File: src/rtl/debouncer_multi.sv
// rtl/debouncer_multi.sv - multi-channel button debouncer with a shared sample tick
// Each channel is synchronized, sampled on the tick, and changes level only after DEPTH equal samples.
module debouncer_multi #(
  parameter int CHANNELS      = 4,
  parameter int DIV_THRESHOLD = 5,
  parameter int DEPTH         = 8
) (
  input  logic                clk,
  input  logic                reset_n,
  input  logic                enable,
  input  logic [CHANNELS-1:0] buttonIn,
  output logic [CHANNELS-1:0] buttonOut,
  output logic [CHANNELS-1:0] pressed,
  output logic [CHANNELS-1:0] released
);

  localparam int CW = (DIV_THRESHOLD > 1) ? $clog2(DIV_THRESHOLD) : 1;
  localparam logic [CW-1:0] CNT_MAX = CW'(DIV_THRESHOLD - 1);

  logic [CHANNELS-1:0]             sync1_q, sync2_q;
  logic [CW-1:0]                   cnt_q, cnt_d;
  logic                            tick_d, tick_q;
  logic [CHANNELS-1:0][DEPTH-1:0]  shift_q, shift_d;
  logic [CHANNELS-1:0]             out_q, out_d;
  logic [CHANNELS-1:0]             pressed_q, pressed_d;
  logic [CHANNELS-1:0]             released_q, released_d;

  always_comb begin
    tick_d = enable && (cnt_q == CNT_MAX);
    cnt_d  = cnt_q;
    if (enable) begin
      cnt_d = tick_d ? '0 : cnt_q + 1'b1;
    end
  end

  // tick_q marks the cycle after a sample tick, when the freshly shifted history is judged.
  always_comb begin
    shift_d    = shift_q;
    out_d      = out_q;
    pressed_d  = '0;
    released_d = '0;
    for (int i = 0; i < CHANNELS; i++) begin
      if (tick_d) begin
        shift_d[i] = {shift_q[i][DEPTH-2:0], sync2_q[i]};
      end
      if (tick_q) begin
        if (!out_q[i] && (&shift_q[i])) begin
          out_d[i]     = 1'b1;
          pressed_d[i] = 1'b1;
        end else if (out_q[i] && !(|shift_q[i])) begin
          out_d[i]      = 1'b0;
          released_d[i] = 1'b1;
        end
      end
    end
  end

  always_ff @(posedge clk or negedge reset_n) begin
    if (!reset_n) begin
      sync1_q    <= '0;
      sync2_q    <= '0;
      cnt_q      <= '0;
      tick_q     <= 1'b0;
      shift_q    <= '0;
      out_q      <= '0;
      pressed_q  <= '0;
      released_q <= '0;
    end else begin
      sync1_q    <= buttonIn;
      sync2_q    <= sync1_q;
      cnt_q      <= cnt_d;
      tick_q     <= tick_d;
      shift_q    <= shift_d;
      out_q      <= out_d;
      pressed_q  <= pressed_d;
      released_q <= released_d;
    end
  end

  assign buttonOut = out_q;
  assign pressed   = pressed_q;
  assign released  = released_q;

endmodule

File: config.mk
export PLATFORM = sky130hd
export DESIGN_NAME = debouncer_multi
export DESIGN_NICKNAME = d
export VERILOG_FILES = /design/src/rtl/debouncer_multi.sv
export SDC_FILE = /design/constraint.sdc
export NUM_CORES = 1
export LEC_CHECK = 0
export ABC_CLOCK_PERIOD_IN_PS = 1800
export BUFFER_PORTS_ARGS = -buffer_cell sky130_fd_sc_hd__clkbuf_2
export CORE_ASPECT_RATIO = 0.7
export CORE_MARGIN = 1.5
export CORE_UTILIZATION = 45
export CTS_CLUSTER_DIAMETER = 80
export DETAILED_ROUTE_END_ITERATION = 16
export SYNTH_ARGS = -nofsm -noshare
export SYNTH_HDL_FRONTEND = slang
export SYNTH_SLANG_ARGS = --single-unit
File: constraint.sdc
create_clock -name clk -period 1.8 [get_ports clk]
set_clock_uncertainty 0.15 [all_clocks]
set_input_delay 0.09 -clock clk [delete_from_list [all_inputs] [get_ports clk]]
set_output_delay 0.09 -clock clk [all_outputs]
set_load 0.005 [all_outputs]
== Word level (Yosys, flattened, before mapping) ==
Cells that the tools add are included.

* RAM bits: 0
* Output and inout port bits: 12
* Latch bits: 0
* Flip-flop bits (word level): 56
* Word-level logic and storage cells: 78
* Memories kept: 0
* Bits in read-only memories: 0

* Eq/ne operators: 1
* Reductions and logical operators: 33
* Order comparisons: 0
* Div/mod/pow operators: 0
* Add/subtract/negate cells: 1
* Muxes and demuxes: 29
* Multiply operators: 0
* Bitwise gates (word level): 0
* Shift-type cells: 0

{| class="wikitable"
|+ Operators by type and width
! kind !! count
|-
| $reduce_and A8 Y1 || 4
|-
| $reduce_or A8 Y1 || 4
|-
| $mux W1 || 28
|-
| $logic_and A1 B1 Y1 || 9
|-
| $logic_not A1 Y1 || 8
|-
| $reduce_and A2 Y1 || 4
|-
| $reduce_bool A2 Y1 || 4
|-
| $add A3 B1 Y3 const B || 1
|-
| $eq A3 B3 Y1 const B || 1
|-
| $mux W3 || 1
|}

== Longest topological paths before layout ==
* Word-level depth: 6
* Depth in mapped cells: 6

== Worst setup path after synthesis ==
No wires, ideal clock.

* Path type: register to register
* Start point: reg cnt_q[0]
* End point: reg shift_q[0] (netlist bit)
* Library setup time: 0.125 ns
* Setup slack: 0.249 ns
* Data arrival time: 1.276 ns
* Data required time: 1.525 ns
* Stages on the path, launching flop included: 6
* Cell sequence: dfrtp_1 > inv_1 > ha_1 > nand3_4 > buf_6 > mux2_4

* Word-level cells in the longest chain between the ends: 2

{| class="wikitable"
|+ Ends and longest elaborated chain
! element !! line !! source
|-
| from (decl) || 21 || <nowiki>logic [CW-1:0] cnt_q, cnt_d;</nowiki>
|-
| from (signal assigned) || 71 || <nowiki>cnt_q <= cnt_d;</nowiki>
|-
| $eq A3 B3 Y1 || 29 || <nowiki>tick_d = enable && (cnt_q == CNT_MAX);</nowiki>
|-
| $logic_and A1 B1 Y1 || 29 ||
|-
| to (signal assigned) || 73 || <nowiki>shift_q <= shift_d;</nowiki>
|-
| to (decl) || 23 || <nowiki>logic [CHANNELS-1:0][DEPTH-1:0] shift_q, shift_d;</nowiki>
|}

Every way passes these cells.
A chain may end at the register's enable or synchronous reset.

== Worst setup path after layout ==
* Start point: reg cnt_q[0]
* End point: reg shift_q[14] (netlist bit)

Same word-level chain as after synthesis.

==> out/qor.yml <==
path_delay_family: "flip-flops"
placement.io_buffers: 18
fillers: 387
ant_nets: 0
grt_max_degree: 57
htreeDepth: 2
status: "completed"
final_common_cell: "dfrtp_1"
cts_tree: "done"
synthesis.area_mm2: 0.002208
fin_crit_sh: 0.9056
crit_chain: "inv_1, ha_1, nand3_4, buf_12, mux2_4"
drcViolationCount: 0
vias_per_cell: 4.937
leakage_nw: 1.253
maxSlewHeadroom: 0.5415
die_x_um: 86.73
num_rows: 21
grt_pass1_vias: 1228
coreArea_mm2: 0.004756
clkLatencyLatePin_ps: 300
cts.clk_slew.worst_paths_ps: 90
grt_pass1_wl_um: 5727
place_hpwl_um: 2247
clock_sinks: 56
avgSynthCellArea_um2: 14.43
yosysWarnings: 0
worstPathArrival_ps: 1680
synthCells: 153
r2r_setup_slack_ps: 170
drtIter0Drc: 47
crit_slowest_cell: "dfrtp_1"
die_y_um: 61.61
finalHoldViolations: 0
tns_ps: 0
worstPathRequired_ps: 1850
diodes: 0
cp-end-kind: "register"
drt_pass1_iterations: 4
power_mw: 3.060
globalplace.congestion: 0.7564
max_freq_mhz: 613.4
setup_ws_ps: 169.9
cap_viol_max_count: 0
ios: 19
numCtsBuffers: 5
cts_resized: 0
slew_violations: 0
pre_cts_ws_ps: 172.3
power_density_mw_per_mm2: 1204
grt.total_usage: 0.1470
layout_common_cells: "56 x dfrtp_1, 21 x mux2_4, 18 x clkbuf_2"
cp-start-kind: "register"
synth_nets: 162
wl_um: 3376
antenna_found_initial: 0
num_vias: 1249
finalCriticalPeriod_ps: 1630
cts_setup_buffers: 0
critPathKind: "register to register"
rsz0062_at_grt: "no"
finish.net_count: 193
placedCellCount: 240
ys_ff_latch: 56
worst_pin_slew_ps: 687.7
setup_viol: 0
dieArea_mm2: 0.005343
synth.distinct_cells: 18
hp-class: "register to register"
ctsRootBufferMaster: "clkbuf_8"
finalCoreUtilization: 0.5346
cpPeakStageDelay_ps: 390
clockBufferDepth: 2
area_delta_synth_final_pct: 15.13
layout-drive-gt1-share: 0.3098
floorplan.initialDensity: 0.4644
critPathMaxFanout: 24
fin_cells: 253
grt_overflow: 0
wl_per_cell_um: 13.34
crit_buf_inv: 2
peakVddDrop_mv: 0.6029
seq_area_frac_synth: 0.6346
==> cell type report <==
| cell class | count | area [um2] | area share |
|---|---|---|---|
| inverter | 10 | 37.54 | 0.01476 |
| timing repair buffer | 27 | 185.2 | 0.07283 |
| sequential | 56 | 1401 | 0.5512 |
| multi-input combinational | 84 | 735.7 | 0.2894 |
| clock buffer | 7 | 96.34 | 0.03789 |
| tap | 69 | 86.33 | 0.03396 |
==> sequential cells by signal, indices dropped and copies added, names as in the netlist <==
name and flops:
shift_q 32, cnt_q 3, buttonOut 4, tick_q 1, sync1_q 4, pressed 4, sync2_q 4, released 4
==> synth_stat cells <==
| cell | number | area, um2 |
|---|---|---|
| inv_1 | 10 | 37.54 |
| nand2_1 | 9 | 33.78 |
| o22a_1 | 1 | 8.760 |
| mux2_2 | 7 | 78.83 |
| mux2_4 | 21 | 315.3 |
| nor4b_1 | 4 | 35.03 |
| buf_6 | 3 | 33.78 |
| nor3_1 | 4 | 20.02 |
| nor3b_1 | 1 | 7.510 |
| nand3_1 | 4 | 20.02 |
| ha_1 | 2 | 25.02 |
| o21a_1 | 3 | 22.52 |
| nor2_1 | 3 | 11.26 |
| o21ai_0 | 8 | 40.04 |
| nor4_1 | 8 | 50.05 |
| nand4_1 | 8 | 50.05 |
| dfrtp_1 | 56 | 1401 |
| nand3_4 | 1 | 17.52 |
==> where the power goes <==
group | total (mW) | internal, mW | switching, mW
Combinational | 0.616 | 0.359 | 0.257
Sequential | 1.73 | 1.50 | 0.230
Clock | 0.716 | 0.343 | 0.373
==> repair_timing <==
item | CTS | global route
endpoints found under the hold margin | 63 | 0
hold buffers | 6 | 0
setup endpoints to repair | 0 | 0
==> logic make-up (layout without fill, tap and decap cells) <==
kind of cell | after synthesis | after routing | synth area share
AOI/OAI and AO/OA | 12 | 12 | 0.03230
adders and majority gates | 2 | 2 | 0.01133
and+or+nand+nor | 42 | 42 | 0.1111
muxes | 28 | 28 | 0.1785
DFF | 56 | 56 | 0.6346
buffers and inverters | 13 | 44 | 0.03230
==> final timing paths <==
path                       startpoint            to  cells past startpoint
min                        sync1_q[1]    sync2_q[1]                      0
min in group asynchronous     reset_n  buttonOut[1]                      3
max reg2reg                  cnt_q[0]   shift_q[14]                      5
min reg2reg                sync1_q[1]    sync2_q[1]                      0
max in group asynchronous     reset_n   shift_q[28]                      3
max                          cnt_q[0]   shift_q[14]                      5
==> per-stage QoR <==
step / instance area (um2) / hold slack, ps
CTS: 2542 / 200.5
floorplan: 2208 / -355.6
global route: 2542 / 220.7
global placement: 2386 / 47.80
detailed placement: 2386 / 49.65
finish: 2542 / 203.5
==> layer usage <==
metal / share of wire / vias to the layer above / track usage / routed length (um)
met5: 0 / - / 0 / 0
met4: 0.022 / 0 / 0.09677 / 74
met3: 0.025 / 7 / 0.04021 / 84
met2: 0.48 / 16 / 0.2377 / 1611
met1: 0.48 / 624 / 0.1784 / 1605
li1: - / 602 / - / -
==> worst register-to-register path, cell delays in order, from the launching register on <==
cell and delay [ps]:
dfrtp_1 390, inv_1 90, ha_1 230, nand3_4 140
buf_12 210, mux2_4 310
Note: power is estimated with default switching activity, not from simulation.
